[config.mk]
export PLATFORM = sky130hd
export DESIGN_NAME = risc16_mc_control
export DESIGN_NICKNAME = d
export VERILOG_FILES = /design/src/rtl/risc16_mc_control.sv
export SDC_FILE = /design/constraint.sdc
export NUM_CORES = 1
export LEC_CHECK = 0
export CORE_ASPECT_RATIO = 1.75
export CORE_MARGIN = 2
export CORE_UTILIZATION = 45
export CTS_CLUSTER_DIAMETER = 60
export CTS_CLUSTER_SIZE = 14
export DETAILED_ROUTE_END_ITERATION = 8
export PLACE_DENSITY = 0.76
export SLEW_MARGIN = 10
export SYNTH_ARGS = -nofsm -noshare
export SYNTH_HDL_FRONTEND = slang
export SYNTH_SLANG_ARGS = --single-unit
[constraint.sdc]
create_clock -name clk -period 5.3 [get_ports clk]
set_input_delay 0.795 -clock clk [delete_from_list [all_inputs] [get_ports clk]]
set_output_delay 0.795 -clock clk [all_outputs]
set_load 0.1 [all_outputs]
[src/rtl/risc16_mc_control.sv]
// risc16_mc_control: multi-cycle control unit for the RiSC-16 core.
// Sequences each instruction through FETCH / DECODE / EXEC / MEM using
// req/ack handshakes to instruction and data memory. The datapath select
// encodings match the single-cycle decoder. Adds a memory timeout,
// sticky halt/error flags, run/stop control and a retired-instruction
// counter.
module risc16_mc_control #(
    parameter int unsigned TIMEOUT = 16,
    parameter int unsigned CNT_W   = 32
) (
    input  logic             clk,
    input  logic             rst_n,
    input  logic             run,
    input  logic [2:0]       op,
    input  logic             EQ,
    input  logic             halt_hint,
    input  logic             imem_ack,
    input  logic             dmem_ack,
    output logic             imem_req,
    output logic             dmem_req,
    output logic             WE_ir,
    output logic             WE_pc,
    output logic [1:0]       FUNC_alu,
    output logic             MUX_alu1,
    output logic             MUX_alu2,
    output logic             MUX_rf,
    output logic [1:0]       MUX_pc,
    output logic [1:0]       MUX_tgt,
    output logic             WE_rf,
    output logic             WE_dmem,
    output logic             halted,
    output logic             err_timeout,
    output logic [CNT_W-1:0] instr_count,
    output logic [2:0]       state
);

    // Opcodes
    localparam logic [2:0] OP_ADD  = 3'b000;
    localparam logic [2:0] OP_ADDI = 3'b001;
    localparam logic [2:0] OP_NAND = 3'b010;
    localparam logic [2:0] OP_LUI  = 3'b011;
    localparam logic [2:0] OP_LW   = 3'b100;
    localparam logic [2:0] OP_SW   = 3'b101;
    localparam logic [2:0] OP_BEQ  = 3'b110;
    localparam logic [2:0] OP_JALR = 3'b111;

    // ALU functions
    localparam logic [1:0] F_ADD  = 2'b00;
    localparam logic [1:0] F_NAND = 2'b01;
    localparam logic [1:0] F_PASS = 2'b10;
    localparam logic [1:0] F_EQL  = 2'b11;

    // PC / register-write target selects
    localparam logic [1:0] PC_INC  = 2'b00;
    localparam logic [1:0] PC_BR   = 2'b01;
    localparam logic [1:0] PC_JALR = 2'b10;
    localparam logic [1:0] TGT_MEM = 2'b00;
    localparam logic [1:0] TGT_ALU = 2'b01;
    localparam logic [1:0] TGT_PC1 = 2'b10;

    typedef enum logic [2:0] {
        S_IDLE   = 3'b000,
        S_FETCH  = 3'b001,
        S_DECODE = 3'b010,
        S_EXEC   = 3'b011,
        S_MEM    = 3'b100,
        S_HALT   = 3'b101,
        S_ERROR  = 3'b110
    } state_e;

    // The wait counter only needs to hold 0..TIMEOUT-1: the cycle that
    // would take it to TIMEOUT is the cycle that decides ERROR instead.
    localparam int unsigned TMO_W = (TIMEOUT < 2) ? 1 : $clog2(TIMEOUT);
    localparam logic [TMO_W-1:0] TMO_LAST = TMO_W'((TIMEOUT == 0) ? 0 : TIMEOUT - 1);
    localparam bit TMO_EN = (TIMEOUT != 0);

    state_e             state_q, state_d;
    logic [TMO_W-1:0]   tmo_q, tmo_d;
    logic               halted_q, halted_d;
    logic               err_q, err_d;
    logic [CNT_W-1:0]   cnt_q, cnt_d;
    logic               tmo_hit;

    // Per-opcode ALU selects, shared by EXEC and MEM so MEM holds them.
    logic [1:0]         sel_func;
    logic               sel_alu1, sel_alu2, sel_rf;
    logic [1:0]         sel_pc, sel_tgt;

    assign tmo_hit = TMO_EN && (tmo_q == TMO_LAST);

    // Decode opcode into the datapath selects used during EXEC/MEM.
    always_comb begin
        sel_func = F_ADD;
        sel_alu1 = 1'b0;
        sel_alu2 = 1'b0;
        sel_rf   = 1'b0;
        sel_pc   = PC_INC;
        sel_tgt  = TGT_ALU;
        case (op)
            OP_ADD:  sel_func = F_ADD;
            OP_ADDI: begin sel_func = F_ADD; sel_alu2 = 1'b1; end
            OP_NAND: sel_func = F_NAND;
            OP_LUI:  begin sel_func = F_PASS; sel_alu1 = 1'b1; end
            OP_LW:   begin sel_func = F_ADD; sel_alu2 = 1'b1; end
            OP_SW:   begin sel_func = F_ADD; sel_alu2 = 1'b1; sel_rf = 1'b1; end
            OP_BEQ:  begin sel_func = F_EQL; sel_rf = 1'b1; end
            OP_JALR: begin sel_func = F_PASS; sel_tgt = TGT_PC1; sel_pc = PC_JALR; end
            default: sel_func = F_ADD;
        endcase
    end

    // Next-state, wait counter and all control outputs.
    always_comb begin
        state_d  = state_q;
        tmo_d    = '0;
        imem_req = 1'b0;
        dmem_req = 1'b0;
        WE_ir    = 1'b0;
        WE_pc    = 1'b0;
        WE_rf    = 1'b0;
        WE_dmem  = 1'b0;
        FUNC_alu = F_ADD;
        MUX_alu1 = 1'b0;
        MUX_alu2 = 1'b0;
        MUX_rf   = 1'b0;
        MUX_pc   = PC_INC;
        MUX_tgt  = TGT_ALU;
        case (state_q)
            S_IDLE: begin
                if (run) state_d = S_FETCH;
            end
            S_FETCH: begin
                imem_req = 1'b1;
                if (imem_ack) begin
                    WE_ir   = 1'b1;
                    state_d = S_DECODE;
                end else if (tmo_hit) begin
                    state_d = S_ERROR;
                end else if (TMO_EN) begin
                    tmo_d = tmo_q + TMO_W'(1);
                end
            end
            S_DECODE: begin
                if (op == OP_JALR && halt_hint) state_d = S_HALT;
                else                            state_d = S_EXEC;
            end
            S_EXEC: begin
                FUNC_alu = sel_func;
                MUX_alu1 = sel_alu1;
                MUX_alu2 = sel_alu2;
                MUX_rf   = sel_rf;
                MUX_pc   = sel_pc;
                MUX_tgt  = sel_tgt;
                case (op)
                    OP_LW, OP_SW: state_d = S_MEM;
                    OP_BEQ: begin
                        WE_pc   = 1'b1;
                        MUX_pc  = EQ ? PC_BR : PC_INC;
                        state_d = run ? S_FETCH : S_IDLE;
                    end
                    default: begin
                        WE_rf   = 1'b1;
                        WE_pc   = 1'b1;
                        state_d = run ? S_FETCH : S_IDLE;
                    end
                endcase
            end
            S_MEM: begin
                FUNC_alu = sel_func;
                MUX_alu1 = sel_alu1;
                MUX_alu2 = sel_alu2;
                MUX_rf   = sel_rf;
                MUX_pc   = sel_pc;
                MUX_tgt  = sel_tgt;
                dmem_req = 1'b1;
                // SW keeps the write strobe up for the whole access.
                if (op == OP_SW) WE_dmem = 1'b1;
                if (dmem_ack) begin
                    if (op == OP_LW) begin
                        WE_rf   = 1'b1;
                        MUX_tgt = TGT_MEM;
                    end
                    WE_pc   = 1'b1;
                    state_d = run ? S_FETCH : S_IDLE;
                end else if (tmo_hit) begin
                    state_d = S_ERROR;
                end else if (TMO_EN) begin
                    tmo_d = tmo_q + TMO_W'(1);
                end
            end
            S_HALT:  state_d = S_HALT;
            S_ERROR: state_d = S_ERROR;
            default: state_d = S_IDLE;
        endcase
    end

    // Sticky flags and retire counter next-state.
    always_comb begin
        halted_d = halted_q | (state_d == S_HALT);
        err_d    = err_q | (state_d == S_ERROR);
        cnt_d    = WE_pc ? cnt_q + CNT_W'(1) : cnt_q;
    end

    // State, wait counter, flags and counter registers; synchronous reset.
    always_ff @(posedge clk) begin
        if (!rst_n) begin
            state_q  <= S_IDLE;
            tmo_q    <= '0;
            halted_q <= 1'b0;
            err_q    <= 1'b0;
            cnt_q    <= '0;
        end else begin
            state_q  <= state_d;
            tmo_q    <= tmo_d;
            halted_q <= halted_d;
            err_q    <= err_d;
            cnt_q    <= cnt_d;
        end
    end

    assign state       = state_q;
    assign halted      = halted_q;
    assign err_timeout = err_q;
    assign instr_count = cnt_q;

endmodule

=== Yosys cells after proc, flatten, opt, wreduce, memory -nomap -nowiden ===
Index checks and enable logic that the tools add are counted.

* Bits of input ports: 10
* Logic and storage cells: 76
* Output and inout port bits: 52
* Register bits after elaboration: 41

* Bitwise operators: 2
* Add/sub/neg operators: 2
* Muxes and demuxes: 41
* Reductions and logical operators: 10
* Equal/unequal tests: 16

{| class="wikitable"
|+ Operator list
! kind !! number
|-
| $add 32x1->32 const B || 1
|-
| $eq 3x3->1 const B || 9
|-
| $pmux 3 s7 || 1
|-
| $mux 1 || 19
|-
| $mux 3 || 6
|-
| $eq 3x2->1 const B || 4
|-
| $mux 2 || 6
|-
| $mux 4 || 3
|-
| $pmux 2 s2 || 2
|-
| $pmux 2 s4 || 1
|-
| $pmux 4 s2 || 1
|-
| $reduce_or 2->1 || 4
|-
| $eq 3x1->1 const B || 2
|-
| $logic_not 3->1 || 2
|-
| $reduce_or 3->1 || 2
|-
| $add 4x1->4 const B || 1
|-
| $eq 4x4->1 const B || 1
|-
| $pmux 1 s2 || 2
|-
| $reduce_or 4->1 || 1
|-
| $or 1x1->1 || 2
|-
| $logic_and 1x1->1 || 1
|}

=== Depth between registers and ports, before layout ===
* Word-level depth: 6
* Gate-level depth with buffers: 8
* Depth with buffers taken out: 6

=== Worst setup path after synthesis ===
OpenSTA, ideal clock, no wires.

* Kind: reg2out
* Start: register state_q[0] (netlist: state[0])
* End: output WE_ir
* Path slack: -0.112 ns
* Data arrival time: 4.617 ns
* Cell stages (with the launch flop): 5
* Buffers on the path: 1
* Data required time: 4.505 ns
* Cell sequence: dfxtp_1 clkbuf_1 nor3b_1 nand2_1 inv_1

* Word-level cells in the longest chain between the ends: 2

{| class="wikitable"
|+ RTL lines
! element !! RTL line !! RTL
|-
| start: declaration || 77 || <nowiki>state_e state_q, state_d;</nowiki>
|-
| start signal: assignment || 213 || <nowiki>state_q <= state_d;</nowiki>
|-
| $eq 3x1->1 || 128 || <nowiki>case (state_q)</nowiki>
|-
| $mux 1 || 128 ||
|-
| end: declaration || 21 || <nowiki>output logic WE_ir,</nowiki>
|}

Every way passes these cells.

=== Worst setup path after layout ===
* Start: input op[1]
* End: output WE_pc

* Word-level cells in the longest chain between the ends: 4
* Elaborated cells on any way between the ends: 5
* Classes of those cells: 2 x eq/ne; 2 x mux; 1 x reduce/logical

{| class="wikitable"
|+ RTL lines
! element !! RTL line !! RTL
|-
| start: declaration || 14 || <nowiki>input logic [2:0] op,</nowiki>
|-
| $eq 3x3->1 || 154 || <nowiki>case (op)</nowiki>
|-
| $reduce_or 2->1 * || 154 ||
|-
| $mux 1 * || 154 ||
|-
| $pmux 1 s2 * || 128 ||
|-
| end: declaration || 22 || <nowiki>output logic WE_pc,</nowiki>
|}

Every way passes the cells marked *; elsewhere a longest branch is shown, timed or not.

==> summary.md <==
| Metric | Value |
|---|---|
| Outcome | `completed` |
| Slowest-stage cell, CP | `sky130_fd_sc_hd__clkdlybuf4s50_1` |
| Gate count after technology mapping | `264` |
| Worst endpoint data arrival time | `around 3.3 ns` |
| Post-synthesis average cell area | `8.242 um2` |
| Number of max-cap violations | `0` |
| Cell area after synthesis | `2176 um2` |
| Yosys top cell area share | `37.72%` |
| Top-level port count | `62` |
| Reg2Reg Capture Point | `instr_count[16]` |
| Total of cells resized after clock tree synthesis | `0` |
| DRC errors left | `0` |
| Worst setup SP type | `primary input` |
| Cell types with the highest counts after synthesis | `41 x sky130_fd_sc_hd__dfxtp_1, 28 x sky130_fd_sc_hd__nor2_1, 20 x sky130_fd_sc_hd__nand2_1, 19 x sky130_fd_sc_hd__a21oi_1, 12 x sky130_fd_sc_hd__xnor2_1` |
| Die W | `between 50 and 60 um` |
| Area of the die | `around 5400 um2` |
| Initial Util | `approximately 47%` |
| Synthesized-area fraction occupied by adder cells | `approximately 1.2%` |
| Clock transition at path regs | `roughly 0.07 ns` |
| Max-slew violation count | `0` |
| Xor/xnor share of the synthesized area | `7.648%` |
| Launch point of the worst reg-to-reg path | `state[0]` |
| H-Tree Depth | `2` |
| Beginning of the worst hold path | `tmo_q[0]` |
| Vias post-DR | `2111` |
| Portion of the post-synthesis area used by sequential elements | `approximately 38%` |
| Die Span Y | `95.99 um` |
| Number of hold-slack violations in the final timing report | `0` |
| Number of warnings reported in the yosys synthesis log | `0` |
| Detailed-route wire length | `5.355 mm` |
| Post-detailed-route wirelength per cell | `14.47 um` |
| Biggest area consumer among synthesized cells | `sky130_fd_sc_hd__dfxtp_1` |
| Residual overflow from global routing | `0` |
| Multiplexer fraction of the synthesized cell area | `less than 1%` |
| Std cell rows | `33` |
| Antenna violations before repair | `0` |
| Final setup TNS | `0 ns` |
| Synth cell types | `44` |
| Clk buf depth | `2` |
| Std-Cell Core Area | `~4700 um2` |
| Detail-routed via count per cell | `roughly 5.7` |
| Fraction of final layout cells with drive strength greater than 1 | `4.403%` |
| Largest cells by area after synthesis | `sky130_fd_sc_hd__dfxtp_1 38%, sky130_fd_sc_hd__nor2_1 4.8%, sky130_fd_sc_hd__xnor2_1 4.8%` |
| Wire length of the first global-routing pass | `between 8 and 9 mm` |
| Number of DRC markers in iteration 0 | `slightly below 80` |
| Critical path required time | `about 4.5 ns` |
| Area growth from synthesis to layout | `32.95%` |
| Slew Limit Headroom | `32.77%` |
| Most repeated cell in the gate-level netlist after synthesis | `sky130_fd_sc_hd__dfxtp_1` |
| Final setup vio count | `0` |
| Register-to-register setup slack | `2.86 ns` |
| # nets final | `between 300 and 400` |
| Dominant combinational cell family by area after synthesis | `simple AND/OR/NAND/NOR gates` |
| Pin count of the biggest net entering global routing | `34` |
| Minimum clock period after layout | `4.104 ns` |
| Worst-path maximum fanout | `12` |
| Fraction of registers with async set/reset | `0%` |
| Global routing usage summed across all routing layers | `20.39%` |
| Instance count along the most critical hold path | `1` |
| Count of nets left with antenna violations after detail routing | `0` |
| Post-Synthesis Net Count | `between 200 and 300` |
| Worst clock skew | `between 0.01 and 0.015 ns` |
| Worst min-delay path endpoint | `tmo_q[0]` |
| Finished Layout Cells | `370` |
| Power per standard cell area | `between 200 and 250 nW/um2` |
| Delay of the slowest cell on the worst path | `1.19 ns` |
| Number of buffers inserted by port buffering | `61` |
| Clock Sinks | `between 40 and 50` |
| Worst Setup End Kind | `primary output` |
| TritonCTS clock tree | `done` |
| Simple logic cell fraction of the synthesized area | `35.25%` |
| Complex-gate fraction of the synthesized area | `between 10% and 20%` |
| Highest ir drop seen on vdd | `0.2052 mV` |
| Most used DFF post-synth | `sky130_fd_sc_hd__dfxtp_1` |
| Detailed placement HPWL | `around 4.0 mm` |
| P_leak | `between 0.9 and 1 nW` |
| Number of buffers inserted during clock tree synthesis | `5` |
| Worst Hold Class | `reg2reg` |
| Antenna diode instance count | `0` |
| Post-CTS Setup Inserts | `0` |
| Flop and latch count out of synthesis | `between 40 and 50` |
| Class of the most critical setup path | `in2out` |
| Cell-by-cell trace of the critical path | `clkdlybuf4s50_1 > nand2b_2 > a32oi_4 > inv_2 > clkdlybuf4s50_1` |
| Placed cells | `363` |
| Number of cells on the worst reg-to-reg path | `6` |
| Transition time of the tightest slew-check pin | `between 1 and 1.5 ns` |
| Cts-stage hold buffer count | `0` |
| Via count of the first global-routing pass | `1958` |
| Drt first pass iters | `4` |
| Final critical-path share of the clock period | `between 70% and 80%` |
| RSZ-0062 raised after global routing | `no` |
| Post-synth EDFFs | `0` |
| Maximum clock rate | `243.7 MHz` |
| Crit-path leading delay family | `buffers and inverters` |
| Number of inserted filler cells in the final layout | `around 450` |
| CTS Root Buffer Type | `sky130_fd_sc_hd__clkbuf_8` |
| Clock insertion delay at the later pin of the skew report | `0.29 ns` |
| Buf/Inv on CP | `3` |
| Global placer's final weighted congestion | `0.8197` |
| Most frequent cell on the critical path | `sky130_fd_sc_hd__clkdlybuf4s50_1` |
flip-flops by register name (all words and copies together), names as in the netlist:
name         flops
err_timeout      1
halted           1
instr_count     32
state            3
tmo_q            4
through the flow:
step / total power [mW] / setup slack [ns] / hold WS, ns / util, % / cell area (um2)
3_3_place_gp: 0.3974 / 1.286 / 0.4493 / 59.77 / 2789
3_5_place_dp: 0.3977 / 1.237 / 0.4539 / 59.77 / 2789
2_1_floorplan: 0.3777 / 0.5954 / 0.4332 / - / 2181
4_1_cts: 0.6337 / 1.220 / 0.4641 / 62.00 / 2893
6_report: 0.6302 / 1.196 / 0.4611 / 62.00 / 2893
5_1_grt: 0.6534 / 1.130 / 0.4845 / 62.00 / 2893
cells by family (layout without fill, tap and decap cells):
family	count (synthesis)	after routing
xor gates and xnor gates	19	19
AOI/OAI and AO/OA	45	45
muxes	2	2
adders and majority gates	2	2
buffers and inverters	21	75
and+or+nand+nor	134	134
DFF	41	41
placed cells by master (no fill, tap or decap), types with 6 or more instances in the layout:
cell	netlist	routed
sky130_fd_sc_hd__dfxtp_1	41	41
sky130_fd_sc_hd__clkdlybuf4s50_1	0	61
sky130_fd_sc_hd__o21ai_0	9	9
sky130_fd_sc_hd__nand4_1	8	8
sky130_fd_sc_hd__nor2_1	28	28
sky130_fd_sc_hd__xor2_1	7	7
sky130_fd_sc_hd__nand3_1	11	11
sky130_fd_sc_hd__or4_1	6	6
sky130_fd_sc_hd__xnor2_1	12	12
sky130_fd_sc_hd__a21oi_1	19	19
sky130_fd_sc_hd__nand2_1	20	20
sky130_fd_sc_hd__and3_1	8	8
sky130_fd_sc_hd__inv_1	6	6
sky130_fd_sc_hd__o31ai_1	7	7
sky130_fd_sc_hd__or3_1	8	8
sky130_fd_sc_hd__nor3_1	8	8
worst max path at each step:
stage | from | to | cells past startpoint
2_1_floorplan | state[2] | MUX_pc[1] | 4
3_3_place_gp | op[1] | WE_pc | 5
3_5_place_dp | op[1] | WE_pc | 5
4_1_cts | op[1] | WE_pc | 5
5_1_grt | op[1] | WE_pc | 5
6_report | op[1] | WE_pc | 5
power breakdown:
part           switching, mW  internal, mW  leakage, nW
Sequential           0.00590         0.310        0.331
Clock                  0.103         0.137       0.0540
Combinational         0.0519        0.0224        0.615
final cells by class:
| cell class | count | area (um2) | area share, % |
|---|---|---|---|
| well taps | 52 | 65.06 | 2.249 |
| repair buffers | 61 | 610.6 | 21.11 |
| flip-flops and latches | 41 | 820.8 | 28.37 |
| clock inverters | 2 | 35.03 | 1.211 |
| clock buffers | 5 | 68.82 | 2.379 |
| inverters | 7 | 26.28 | 0.9083 |
| multi-input cells | 202 | 1266 | 43.77 |
worst register-to-register path, cell delays in order, from the launching register on:
cell and delay [ns]:
sky130_fd_sc_hd__dfxtp_1 0.58, sky130_fd_sc_hd__and2b_1 0.26, sky130_fd_sc_hd__a32oi_4 0.20, sky130_fd_sc_hd__inv_2 0.27, sky130_fd_sc_hd__nand3_2 0.34, sky130_fd_sc_hd__or4_1 0.57
sky130_fd_sc_hd__a21oi_1 0.14
metal layers:
layer  global-route usage, %  vias to the layer above  wire [um]
met5                       0                        -          0
met4                   7.540                        0        102
li1                        -                     1050          -
met3                   4.167                       10        305
met1                   21.71                      991       2071
met2                   38.76                       60       2875
(Power assumes the default switching activity.)
